===== src/rtl/conv_vector_feeder.sv =====
// Serial-nibble to 32-lane vector feeder for the convolution engine: builds one
// weight vector and NUM_WIN IFM vectors, strobes them out, and forwards the results.
//
// state    | meaning
// S_IDLE   | waiting for start
// S_LOAD_W | collecting weight nibbles into the shadow register
// S_FIRE_W | weight_bus updated, weight_valid high
// S_LOAD_I | collecting IFM nibbles into the shadow register
// S_FIRE_I | ifm_bus updated, in_valid high
// S_DRAIN  | all vectors sent, waiting for the remaining results
module conv_vector_feeder #(
  parameter int LANES   = 32,
  parameter int DW      = 4,
  parameter int NUM_WIN = 16,
  parameter int OW      = 13
) (
  input  logic                clk,
  input  logic                rst,
  input  logic                start,
  output logic                busy,
  input  logic                s_valid,
  output logic                s_ready,
  input  logic [DW-1:0]       s_data,
  output logic [LANES*DW-1:0] weight_bus,
  output logic [LANES*DW-1:0] ifm_bus,
  output logic                weight_valid,
  output logic                in_valid,
  input  logic                out_valid,
  input  logic [OW-1:0]       Out_OFM,
  output logic                r_valid,
  output logic [OW-1:0]       r_data,
  output logic                done,
  output logic                err
);

  localparam int LW = $clog2(LANES);
  localparam int CW = $clog2(NUM_WIN + 1);
  localparam logic [LW-1:0] LAST_LANE = LW'(LANES - 1);
  localparam logic [CW-1:0] WIN_MAX   = CW'(NUM_WIN);

  typedef enum logic [2:0] {
    S_IDLE, S_LOAD_W, S_FIRE_W, S_LOAD_I, S_FIRE_I, S_DRAIN
  } state_t;

  state_t               r_state, w_next;
  logic [LW-1:0]        r_lane;
  logic [CW-1:0]        r_sent, r_res;
  logic [LANES*DW-1:0]  r_shadow, w_shadow_nxt;
  logic [LANES*DW-1:0]  r_weight_bus, r_ifm_bus;
  logic                 r_weight_valid, r_in_valid, r_rvalid, r_done, r_err;
  logic [OW-1:0]        r_rdata;
  logic                 w_accept, w_start, w_res_ok, w_spurious, w_last;
  logic                 w_fire_w, w_fire_i;

  assign busy         = (r_state != S_IDLE);
  assign s_ready      = (r_state == S_LOAD_W) || (r_state == S_LOAD_I);
  assign weight_bus   = r_weight_bus;
  assign ifm_bus      = r_ifm_bus;
  assign weight_valid = r_weight_valid;
  assign in_valid     = r_in_valid;
  assign r_valid      = r_rvalid;
  assign r_data       = r_rdata;
  assign done         = r_done;
  assign err          = r_err;

  assign w_accept   = s_valid && s_ready;
  assign w_last     = w_accept && (r_lane == LAST_LANE);
  assign w_start    = start && (r_state == S_IDLE);
  // A result is only legitimate if some fired vector has not been answered yet.
  assign w_res_ok   = out_valid && busy && (r_res != r_sent);
  assign w_spurious = out_valid && !w_res_ok;
  assign w_fire_w   = (r_state == S_LOAD_W) && w_last;
  assign w_fire_i   = (r_state == S_LOAD_I) && w_last;

  always_comb begin
    w_shadow_nxt = r_shadow;
    if (w_accept) w_shadow_nxt[r_lane*DW +: DW] = s_data;
  end

  always_comb begin
    w_next = r_state;
    unique case (r_state)
      S_IDLE:   if (w_start) w_next = S_LOAD_W;
      S_LOAD_W: if (w_last) w_next = S_FIRE_W;
      S_FIRE_W: w_next = S_LOAD_I;
      S_LOAD_I: if (w_last) w_next = S_FIRE_I;
      S_FIRE_I: w_next = (r_sent < WIN_MAX) ? S_LOAD_I : S_DRAIN;
      S_DRAIN:  if (r_res == WIN_MAX) w_next = S_IDLE;
      default:  w_next = S_IDLE;
    endcase
  end

  always_ff @(posedge clk or posedge rst) begin
    if (rst) begin
      r_state        <= S_IDLE;
      r_lane         <= '0;
      r_sent         <= '0;
      r_res          <= '0;
      r_shadow       <= '0;
      r_weight_bus   <= '0;
      r_ifm_bus      <= '0;
      r_weight_valid <= 1'b0;
      r_in_valid     <= 1'b0;
      r_rvalid       <= 1'b0;
      r_rdata        <= '0;
      r_done         <= 1'b0;
      r_err          <= 1'b0;
    end else begin
      r_state        <= w_next;
      r_shadow       <= w_shadow_nxt;
      r_weight_valid <= w_fire_w;
      r_in_valid     <= w_fire_i;
      r_rvalid       <= w_res_ok;
      r_done         <= (r_state == S_DRAIN) && (w_next == S_IDLE);
      if (w_accept) r_lane <= r_lane + 1'b1;
      // The bus takes the shadow including the nibble accepted on this edge.
      if (w_fire_w) r_weight_bus <= w_shadow_nxt;
      if (w_fire_i) begin
        r_ifm_bus <= w_shadow_nxt;
        r_sent    <= r_sent + 1'b1;
      end
      if (w_res_ok) begin
        r_res   <= r_res + 1'b1;
        r_rdata <= Out_OFM;
      end
      if (w_start) begin
        r_lane <= '0;
        r_sent <= '0;
        r_res  <= '0;
        r_err  <= 1'b0;
      end else if (w_spurious) begin
        r_err  <= 1'b1;
      end
    end
  end

endmodule


===== config.mk =====
export PLATFORM = sky130hd
export DESIGN_NAME = conv_vector_feeder
export DESIGN_NICKNAME = d
export VERILOG_FILES = /design/src/rtl/conv_vector_feeder.sv
export SDC_FILE = /design/constraint.sdc
export NUM_CORES = 1
export LEC_CHECK = 0
export ABC_AREA = 1
export BUFFER_PORTS_ARGS = -buffer_cell sky130_fd_sc_hd__buf_4
export CORE_ASPECT_RATIO = 1.2
export CORE_MARGIN = 1.5
export CORE_UTILIZATION = 45
export DETAILED_ROUTE_END_ITERATION = 7
export MAX_ROUTING_LAYER = met4
export PLACE_DENSITY_LB_ADDON = 0.1
export RECOVER_POWER = 100
export SLEW_MARGIN = 20
export SYNTH_ARGS = -nofsm -noshare
export SYNTH_HDL_FRONTEND = slang
export SYNTH_SLANG_ARGS = --single-unit

===== constraint.sdc =====
create_clock -name clk -period 15.5 [get_ports clk]
set_clock_uncertainty 0.05 [all_clocks]
set_input_delay 3.1 -clock clk [delete_from_list [all_inputs] [get_ports clk]]
set_output_delay 3.1 -clock clk [all_outputs]
set_load 0.1 [all_outputs]

## Word-level counts from Yosys, hierarchy flattened

Cells that the tools add are included.

| cells by class | value |
|---|---|
| magnitude comparators | 1 |
| shift-type cells | 2 |
| reductions and logical operators | 18 |
| muxes and demuxes | 16 |
| add/subtract/negate cells | 4 |
| equal/unequal tests | 8 |

Operators by type and width:

| operator | count |
|---|---|
| 128-bit bitwise mux | 1 |
| 128-bit 2-to-1 mux | 1 |
| 4-bit by 34-bit variable shift with 128-bit output, first input constant | 1 |
| 4-bit by 34-bit variable part select with 128-bit output | 1 |
| 7-bit negator with 34-bit output | 1 |
| 5-bit 2-to-1 mux | 6 |
| 3-bit one-hot mux with 6 select lines | 1 |
| 5-bit by 1-bit adder with 5-bit output, second input constant | 3 |
| 3-bit 2-to-1 mux | 5 |
| 5-bit == test, second input constant | 2 |
| 1-bit logical AND | 9 |
| 2-bit nonzero test | 4 |
| 3-bit by 2-bit == test with 1-bit output, second input constant | 2 |
| 3-bit == test, second input constant | 2 |
| 3-bit zero test | 2 |
| 5-bit less-than comparator, second input constant | 1 |
| 5-bit inequality test | 1 |
| 3-bit by 1-bit == test with 1-bit output, second input constant | 1 |
| 3-bit nonzero test | 1 |
| 1-bit 2-to-1 mux | 2 |
| 1-bit zero test | 1 |
| 1-bit logical OR | 1 |

| word-level totals | value |
|---|---|
| register bits after elaboration | 420 |
| input port bits | 22 |
| word-level logic and storage cells | 62 |
| output and inout bits | 276 |

## Depth between registers and ports, before layout

Gate-level depths: netlist of the first run.

| depth | value |
|---|---|
| depth after elaboration | 8 |
| depth in mapped cells | 18 |
| depth with buffers taken out | 15 |

## Least setup slack after synthesis of the first run

No wires, ideal clock.

| path | value |
|---|---|
| path kind | in2reg |
| start point | in s_valid |
| end point | reg r_shadow[103] |
| arrival | 4.236 ns |
| setup time | 0.119 ns |
| cell stages on the path | 8 |
| buffers on the path | 2 |
| required time | 15.331 ns |
| path slack | 11.095 ns |
| path through | inv_1 nor2_4 nand3_2 nor2_4 buf_4 buf_4 nand3_1 and2_1 |

| on the way | value |
|---|---|
| word-level cells in the longest chain between the ends | 2 |

RTL lines:

| what | line | text |
|---|---|---|
| start, declared | 21 | `input logic s_valid,` |
| 1-bit logical AND | 66 | `assign w_accept = s_valid && s_ready;` |
| 128-bit 2-to-1 mux | 77 | `if (w_accept) w_shadow_nxt[r_lane*DW +: DW] = s_data;` |
| via w_shadow_nxt[103] | 48 | `logic [LANES*DW-1:0] r_shadow, w_shadow_nxt;` |
| end signal, assigned | 110 | `r_shadow <= w_shadow_nxt;` |
| end, declared | 48 |  |

The timed path passes the listed nets, and every way through them passes these cells.
A chain may end at the register's enable or synchronous reset.

## Final worst setup path of the first run

| path | value |
|---|---|
| start point | in s_valid |
| end point | reg r_ifm_bus[81] (netlist: ifm_bus[81]) |

| on the way | value |
|---|---|
| word-level cells in the longest chain between the ends | 3 |
| elaborated cells on any way between the ends | 4 |
| those cells by class | 1 x mux; 3 x reduce/logical |

RTL lines:

| what | line | text |
|---|---|---|
| 1-bit logical AND (*) | 66 |  |
| 1-bit logical AND | 67 | `assign w_last = w_accept && (r_lane == LAST_LANE);` |
| 1-bit logical AND | 73 | `assign w_fire_i = (r_state == S_LOAD_I) && w_last;` |
| end signal, assigned | 119 | `r_ifm_bus <= w_shadow_nxt;` |
| end, declared | 49 | `logic [LANES*DW-1:0] r_weight_bus, r_ifm_bus;` |

Every way passes the cells marked *; elsewhere a longest branch is shown, timed or not.

==> impl_results.md, run 1 <==
- Outcome: finished, violations left
- Violated checks: max-capacitance violations, max-slew violations
- Total track usage: 26.7%
- Hold slack final: 0.428 ns
- Sequential-to-total area share from yosys stat: 59.3%
- Final setup viols: 0
- Placed instance area: 20300 um2
- Core Area: 38700 um2
- Most common cell in the netlist: nand2_1
- Pwr Total: 3.62 mW
- Final critical-path share of the clock period: 58.4%
- Relative max-transition margin: -288%
- I/O pin total: 298
- WL final: 52.0 mm
- Reg clk slew, reported paths: 0.06 ns
- PortBufs: 297
- Crit-path max cell delay: 2.65 ns
- Slew @ Worst Pin: 5.79 ns
- Cell mode on critical path: clkbuf_1
- Die W: 184 um
- Crit path required time: 15.70 ns
- Tmin final: 9.05 ns
- Synth cell count leaders: nand2_1 (825), dfrtp_1 (420), nand3_1 (229)
- Buf/Inv on CP: 4
- Distinct cell type count after synthesis: 37
- Ys flop type: dfrtp_1
- Vias in the first global route: 14.3k
- Vias after detailed routing: 14.3k
- Final instance area: 20600 um2
- DRC viols: 0
- Grt peak-use layer: met2
- Dominant cells by area after synthesis: dfrtp_1 (59%), nand2_1 (17%), nand3_1 (6.5%)
- Vias per std cell: 5.00
- Hold WC Path Type: reg -> reg
- Crit end category: register
- DR iter-0 viols: 992
- CP arrival: 9.25 ns
- Post-synth top area share: 59.3%
- #FFs+latches synth: 420
- Ys Warns: 0
- Starting density of the core: 45.7%
- Filler Cells Inserted: 3912
- Layout area overhead: 16.2%
- Die Ht: 220 um
- Total Die Area: 40600 um2
- Share of cells above drive strength 1: 5.26%
- Total nets after synthesis: 2070
- Place WS: 9.85 ns
- Slowest CP cell: clkbuf_1
- Routed length per placed instance: 18.1 um
- CTS tree: yes
- F_max: 110 MHz
- Setup ws final: 6.45 ns
- Ant diodes: 0
- Initial DRT Pass Iterations: 5
- Max Cap Viol: 11
- Clk buf depth: 3
- Clk root buf: clkbuf_16
- M3 GR Usage: 3.82%
- Final Wtd Congestion: 0.882
- Met2 usage in global routing: 45.7%
- Setup CP Type: in -> reg
- Synth Area per Inst: 8.68 um2
- Post-CTS Setup Bufs: 0
- Crit-path max FO: 82
- H-tree Lvls: 2
- Placed insts: 2788
- Nets: 2336
- Post-synth ARST share: 100%
- Post-CTS Hold Fix Bufs: 0
- Clk sinks: 420
- Pins Over Slew Limit: 712
- Syn Inst Count: 2041
- Total CTS buffers: 43
- Worst vdd ir: 0.000141 V
- Worst setup SP type: primary input
- EDFF count, synth: 0
- P per Cell Area: 176 nW/um2
- RSZ-0062 raised after global routing: false
- Post-DP HPWL: 35.4 mm
- Netlist area before placement: 17700 um2
- Cell taking the most area after synthesis: dfrtp_1
- Final hold vios: 0
- M1 GR Usage: 32.1%
- Gates resized, CTS repair: 0
- Largest net degree at the start of global routing: 161
- Antenna violations before repair: 0
- First-pass GRT wire length: 80.1 mm
- Setup tns final: 0 ns
- Finished Layout Cells: 2866
- Leakage: 10.7 nW
- Antenna-violating nets left: 0
- Rows: 79
- Final core occ: 53.1%
- Clk Latency, worst-skew pair: 0.55 ns
- Cell Chain, Critical Path: clkbuf_4 -> inv_1 -> nor2_1 -> nand3_4 -> clkbuf_1 -> clkbuf_1 -> o21ai_0
- Crit path max-delay family: buffers and inverters
- Grt total ovfl: 0
==> worst paths after layout <==
check	to	start	cells past startpoint	slack (ns)
worst min-delay path	weight_bus[116]	weight_bus[116]	2	0.43
worst max-delay path	ifm_bus[81]	s_valid	7	6.45
worst min register to register	weight_bus[116]	weight_bus[116]	2	0.43
max in group asynchronous	r_shadow[44]	rst	3	8.29
worst max register to register	ifm_bus[81]	r_lane[0]	8	8.13
min in group asynchronous	weight_bus[21]	rst	2	4.29
==> state kept, by name (all words and copies together) (netlist names) <==
name / cells
ifm_bus: 128
r_shadow: 128
weight_bus: 128
r_data: 13
r_lane: 5
r_res: 5
r_sent: 5
r_state: 3
done: 1
err: 1
in_valid: 1
r_valid: 1
weight_valid: 1
==> final cells by class <==
class / count / area, um2 / area share [%]
multi-input combinational: 1341 / 6010 / 29.2
clock inverter: 13 / 95.1 / 0.462
timing repair buffer: 309 / 1270 / 6.19
tap: 526 / 658 / 3.20
sequential: 420 / 10500 / 51.1
inverter: 192 / 724 / 3.52
clock buffer: 65 / 1300 / 6.32
==> worst reg2reg max path: cells and delay by family, from the launching register on <==
kind            cells  cell delay (ns)
flops               1             0.55
fa+ha+maj           2             0.54
buf+inv             3             5.29
compound gates      1             0.50
simple gates        2             0.15
==> kinds of logic after synthesis <==
family | synth area share (%)
AND/OR/NAND/NOR | 30.5
buffers and inverters | 6.33
XOR/XNOR | 0.346
flip-flops | 59.3
adder cells (fa/ha/maj) | 0.494
AO/OA/AOI/OAI | 2.95
==> metal layers <==
metal / wire length [um] / part of all wire, %
met4: 1870 / 3.6
met3: 2440 / 4.7
met1: 21400 / 41
met5: 0 / 0
met2: 26300 / 51
==> placed cells by master (no fill, tap or decap), drive strengths merged, types with 2 or more instances in the layout <==
cell | Yosys | routed
a31oi | 2 | 2
a21oi | 6 | 6
clkinvlp | 0 | 5
xor2 | 6 | 6
o21ai | 76 | 76
nand3 | 236 | 236
dfrtp | 420 | 420
nand4 | 50 | 50
o21a | 4 | 4
and2 | 60 | 60
nand2 | 830 | 830
ha | 7 | 7
clkbuf | 43 | 350
o211ai | 2 | 2
inv | 191 | 188
nor2 | 43 | 43
buf | 45 | 24
clkinv | 1 | 11
nor3 | 14 | 14
==> power by group <==
| group | total [mW] | leakage (nW) | internal [mW] | switching [mW] |
|---|---|---|---|---|
| clock network | 1.02 | 0.692 | 0.596 | 0.428 |
| logic | 1.22 | 4.57 | 0.213 | 1.01 |
| registers | 1.37 | 5.44 | 1.28 | 0.0856 |
(Power assumes the default switching activity.)
==> inputs of run 2 (changes only) <==
==> constraint.sdc (replaced) <==
create_clock -name clk -period 7.8 [get_ports clk]
set_clock_uncertainty 0.05 [all_clocks]
set_input_delay 1.56 -clock clk [delete_from_list [all_inputs] [get_ports clk]]
set_output_delay 1.56 -clock clk [all_outputs]
set_load 0.1 [all_outputs]
==> run 2 against run 1 <==
  * The flow still finishes with violations (max-capacitance violations, max-slew violations)
  * Die area stayed put
  * Sequential share of layout area fell by 0.084 points
  * Cell area increased by 0.16%
  * Combinational power rose by 98%
  * Register-to-register slack worse by 5.3 ns
  * Critical endpoint is now weight_bus[39]
==> impl_results.md, run 2 (synthesized netlist as in run 1, its figures left out) <==
- Slowest CP cell: clkbuf_1
- Vias per std cell: 4.99 (-0.22%)
- Nets: 2337 (+0.043%)
- Hold WC Path Type: reg -> reg
- Sw power: 3.02 mW (+98%)
- Post-CTS Hold Fix Bufs: 0 (unchanged)
- Post-CTS Setup Bufs: 0 (unchanged)
- Commonest cells after routing, fill and taps aside: nand2_1 (828), dfrtp_1 (420), clkbuf_1 (284), nand3_1 (234), inv_1 (185)
- Setup ws final: 2.67 ns (-3.77 ns)
- Relative max-transition margin: -151% (+140 points)
- Die Ht: 220 um (unchanged)
- DR iter-0 viols: 957 (-3.5%)
- Antenna-violating nets left: 0 (unchanged)
- Tmin final: 5.13 ns
- P_int: 4.21 mW (+100%)
- Max Cap Viol: 6 (-5)
- Grt total ovfl: 0 (unchanged)
- CTS tree: yes
- First-pass GRT wire length: 80.0 mm (about the same)
- Leakage: 10.7 nW (+0.41%)
- Core Area: 38700 um2 (unchanged)
- Placed insts: 2789 (+0.036%)
- Clk network pwr share: 29.1% (+0.8 points)
- Share of cells above drive strength 1: 5.26% (about the same)
- Post-DP HPWL: 34.8 mm (-1.5%)
- Sequential power share: 37.5% (-0.3 points)
- RSZ-0062 raised after global routing: false
- I/O pin total: 298 (unchanged)
- Final critical-path share of the clock period: 65.7%
- H-tree Lvls: 2 (unchanged)
- DRC viols: 0 (unchanged)
- Crit-path max cell delay: 2.26 ns (-0.39 ns)
- Crit-path max FO: 78 (-4.9%)
- Layout area overhead: 16.4%
- Rows: 79 (unchanged)
- Largest net degree at the start of global routing: 154 (-4.3%)
- Vias after detailed routing: 14.3k (-0.29%)
- Place WS: 3.84 ns (-6.01 ns)
- Setup tns final: 0 ns (unchanged)
- F_max: 195 MHz
- Crit end category: register
- Antenna violations before repair: 0 (unchanged)
- Clk Latency, worst-skew pair: 0.55 ns (about the same)
- Leading cell type in the layout, fill and taps excluded: nand2_1
- Clk sinks: 420 (unchanged)
- Starting density of the core: 45.7% (unchanged)
- Worst setup SP type: primary input
- Final setup viols: 0 (unchanged)
- Final Wtd Congestion: 0.859 (-2.6%)
- Hold slack final: 0.426 ns (-0.00131 ns)
- Cell Chain, Critical Path: clkbuf_4 -> inv_1 -> nor2_1 -> nand2_1 -> nor2_1 -> inv_4 -> clkbuf_1 -> o21ai_0
- Worst vdd ir: 0.000252 V (+79%)
- Initial DRT Pass Iterations: 6 (+1)
- Combinational power share: 33.4% (-0.5 points)
- Pins Over Slew Limit: 383 (-46%)
- CP arrival: 5.36 ns (-3.89 ns)
- Vias in the first global route: 14.1k (-1.2%)
- Filler Cells Inserted: 3966 (+1.4%)
- P per Cell Area: 351 nW/um2 (+100%)
- Crit path required time: 8.04 ns (-7.66 ns)
- Finished Layout Cells: 2864 (-0.070%)
- Sequential cell area: 10500 um2 (unchanged)
- Die W: 184 um (unchanged)
- Multi-input logic area: 5980 um2 (-0.52%)
- Total Die Area: 40600 um2 (unchanged)
- Total CTS buffers: 43 (unchanged)
- Outcome: finished, violations left
- Clk root buf: clkbuf_16
- PortBufs: 297 (unchanged)
- Clk buf depth: 3 (unchanged)
- Ant diodes: 0 (unchanged)
- Reg clk slew, reported paths: 0.06 ns (about the same)
- Routed length per placed instance: 17.9 um (-1.0%)
- WL final: 51.4 mm (-1.1%)
- Final hold vios: 0 (unchanged)
- Gates resized, CTS repair: 0 (unchanged)
- Cell mode on critical path: nor2_1
- Total track usage: 26.6% (-0.097 points)
- Violated checks: max-capacitance violations, max-slew violations
- Slew @ Worst Pin: 3.76 ns (-2.02 ns)
- Setup CP Type: in -> reg
- Switching Share: 41.7% (-0.45 points)
## run 2: power by group through the flow
stage | Sequential (mW) | Combinational (mW) | Clock, mW
final | 2.71 | 2.42 | 2.10
after global routing | 2.75 | 2.63 | 2.25
after CTS | 2.72 | 2.57 | 2.14
after detailed placement | 2.75 | 2.56 | 0
after global placement | 2.74 | 2.53 | 0
after floorplan | 3.54 | 1.15 | 0
## run 2: final timing paths
path / startpoint / to / slack [ns] / cells past startpoint
max reg2reg: r_lane[0] / weight_bus[39] / 2.82 / 9
max: s_valid / weight_bus[39] / 2.67 / 8
max in group asynchronous: rst / ifm_bus[110] / 3.22 / 4
min reg2reg: weight_bus[111] / weight_bus[111] / 0.43 / 2
min in group asynchronous: rst / r_shadow[12] / 2.20 / 3
min: weight_bus[111] / weight_bus[111] / 0.43 / 2
## run 2: layout make-up
class                      instances  area share [%]
clock inverter                    14           0.716
timing repair buffer             310            6.26
tap                              526            3.19
sequential                       420            51.0
multi-input combinational       1341            29.0
clock buffer                      61            6.29
inverter                         192            3.52
## run 2: metal layers
| metal | track usage, % | part of all wire, % | vias up |
|---|---|---|---|
| met4 | 10.2 | 3.9 | 0 |
| met1 | 33.1 | 41 | 6853 |
| li1 | - | - | 6925 |
| met5 | - | 0 | - |
| met3 | 3.70 | 4.8 | 105 |
| met2 | 44.2 | 50 | 419 |
## run 2: metrics by stage
stage / power [mW] / utilization [%] / area [um2]
6_report: 7.23 / 53.2 / 20600
5_1_grt: 7.62 / 53.2 / 20600
4_1_cts: 7.44 / 56.3 / 21800
3_5_place_dp: 5.32 / 52.5 / 20400
3_3_place_gp: 5.28 / 52.5 / 20400
2_1_floorplan: 4.69 / - / 17700
## run 2: worst max-delay path, delay by kind of cell
kind,cells,cell delay (ns)
buffers and inverters,4,3.05
and+or+nand+nor,3,0.34
AOI/OAI and AO/OA,1,0.37
==> inputs of run 3 (changes only) <==
==> constraint.sdc (replaced) <==
create_clock -name clk -period 4.8 [get_ports clk]
set_clock_uncertainty 0.05 [all_clocks]
set_input_delay 0.96 -clock clk [delete_from_list [all_inputs] [get_ports clk]]
set_output_delay 0.96 -clock clk [all_outputs]
set_load 0.1 [all_outputs]
==> run 3 against run 2 <==
  * The flow still finishes with violations (max-capacitance violations, max-slew violations)
  * Sequential power up 63%
  * Highest routed layer unchanged
  * Combinational power rose by 62%
  * Clock-buffer cell count rose by 7
  * Critical path type is now reg -> reg
  * Global-route usage up 0.68 points
==> impl_results.md, run 3 (synthesized netlist as in run 1, its figures left out) <==
- Layout area overhead: 17.4%
- First-pass GRT wire length: 82.3 mm (+2.9%)
- Core Area: 38700 um2 (unchanged)
- Outcome: finished, violations left
- Clk Latency, worst-skew pair: 0.56 ns (about the same)
- Antenna-violating nets left: 0 (unchanged)
- WL met3: 2.52 mm (+1.6%)
- H-tree Lvls: 2 (unchanged)
- Pins Over Slew Limit: 190 (-50%)
- Max Cap Viol: 3 (-3)
- Gates resized, CTS repair: 0 (unchanged)
- Grt total ovfl: 0 (unchanged)
- Nets: 2346 (+0.39%)
- Share of cells above drive strength 1: 5.87% (+0.61 points)
- Die Ht: 220 um (unchanged)
- PortBufs: 297 (unchanged)
- Clk buf depth: 3 (unchanged)
- F_max: 252 MHz
- Commonest cells after routing, fill and taps aside: nand2_1 (828), dfrtp_1 (420), clkbuf_1 (288), nand3_1 (232), inv_1 (184)
- Post-DP HPWL: 37.0 mm (+6.2%)
- CP arrival: 4.39 ns (-0.97 ns)
- Crit end category: register
- Routed met1 length: 21.6 mm (+1.7%)
- Filler Cells Inserted: 3888 (-2.0%)
- Total CTS buffers: 44 (+2.3%)
- Die W: 184 um (unchanged)
- Leakage: 10.8 nW (+0.59%)
- Vias after detailed routing: 14.5k (+1.5%)
- Final setup viols: 0 (unchanged)
- Final hold vios: 0 (unchanged)
- Worst vdd ir: 0.000561 V (+120%)
- Starting density of the core: 45.7% (unchanged)
- DR iter-0 viols: 969 (+1.3%)
- Final core occ: 53.7% (+0.47 points)
- Final Wtd Congestion: 0.891 (+3.7%)
- Clk root buf: clkbuf_16
- Place WS: 1.24 ns (-2.60 ns)
- Setup CP Type: reg -> reg
- Post-CTS Setup Bufs: 0 (unchanged)
- Placed insts: 2797 (+0.29%)
- Setup ws final: 0.833 ns (-1.84 ns)
- Largest net degree at the start of global routing: 89 (-42%)
- Vias per std cell: 5.04 (+0.96%)
- Crit path required time: 5.22 ns (-2.82 ns)
- Slew @ Worst Pin: 2.07 ns (-1.70 ns)
- Rows: 79 (unchanged)
- Post-CTS Hold Fix Bufs: 0 (unchanged)
- Final critical-path share of the clock period: 82.6%
- Vias in the first global route: 14.7k (+3.7%)
- Antenna violations before repair: 0 (unchanged)
- DR top layer: met4
- Ant diodes: 0 (unchanged)
- Finished Layout Cells: 2878 (+0.49%)
- Pwr Total: 11.9 mW (+64%)
- Total Die Area: 40600 um2 (unchanged)
- Initial DRT Pass Iterations: 5 (-1)
- DRC viols: 0 (unchanged)
- Total track usage: 27.3% (+0.68 points)
- RSZ-0062 raised after global routing: false
- Tmin final: 3.97 ns
- I/O pin total: 298 (unchanged)
- WL final: 53.1 mm (+3.4%)
- CTS tree: yes
- P per Cell Area: 572 nW/um2 (+63%)
- Worst setup SP type: register
- Violated checks: max-capacitance violations, max-slew violations
- Clk sinks: 420 (unchanged)
- Relative max-transition margin: -37.9% (+110 points)
- Crit-path max FO: 13 (-83%)
- Routed length on met2: 27.4 mm (+6.8%)
- Hold WC Path Type: reg -> reg
- Routed length per placed instance: 18.5 um (+2.9%)
- Leading cell type in the layout, fill and taps excluded: nand2_1
- Reg clk slew, reported paths: 0.06 ns (about the same)
==> run 3: where the power goes <==
group | switching (mW) | leakage (nW) | internal (mW)
registers | 0.271 | 5.44 | 4.13
logic | 3.25 | 4.62 | 0.677
clock network | 1.42 | 0.750 | 2.13
total | 4.94 | 10.8 | 6.95
==> run 3: path summary, 6_finish.rpt <==
kind	slack [ns]	startpoint	cells after the start	to
worst max-delay path	0.83	r_lane[0]	14	weight_bus[44]
worst min-delay path	0.43	ifm_bus[3]	2	ifm_bus[3]
worst max register to register	0.83	r_lane[0]	14	weight_bus[44]
worst min register to register	0.43	ifm_bus[3]	2	ifm_bus[3]
max in group asynchronous	1.11	rst	4	r_lane[4]
min in group asynchronous	0.82	rst	2	weight_bus[22]
==> run 3: per-stage QoR <==
stage	area, um2	TNS (ns)	hold slack, ns
final	20800	0	0.426
after floorplan	17700	-787.71	0.405
after global placement	20400	0	0.414
after detailed placement	20400	0	0.416
after global routing	20800	0	0.446
after CTS	22000	0	0.433
==> run 3: layer usage <==
layer | track usage, % | vias to the layer above
met5 | - | -
met4 | 8.52 | 0
met3 | 3.26 | 97
met2 | 47.5 | 417
met1 | 33.1 | 7037
li1 | - | 6959
==> run 3: critical path, cell delays in order, from the launching register on <==
cell	delay, ns
dfrtp_1	0.54
inv_1	0.31
ha_1	0.29
inv_1	0.06
nor2_1	0.09
inv_1	0.15
nor2_1	0.06
ha_1	0.18
inv_1	0.21
nand4_1	0.24
nor2_2	0.70
nand2_1	0.40
o21ai_0	0.42
nand2_1	0.09
nand2_1	0.10
==> run 3: final cells by class <==
cell class	instances	area (um2)	share of cell area (%)
flip-flops and latches	420	10500	50.5
repair buffers	318	1360	6.53
well taps	526	658	3.17
inverters	192	727	3.50
clock inverters	13	159	0.764
multi-input cells	1341	6010	28.9
clock buffers	68	1370	6.60
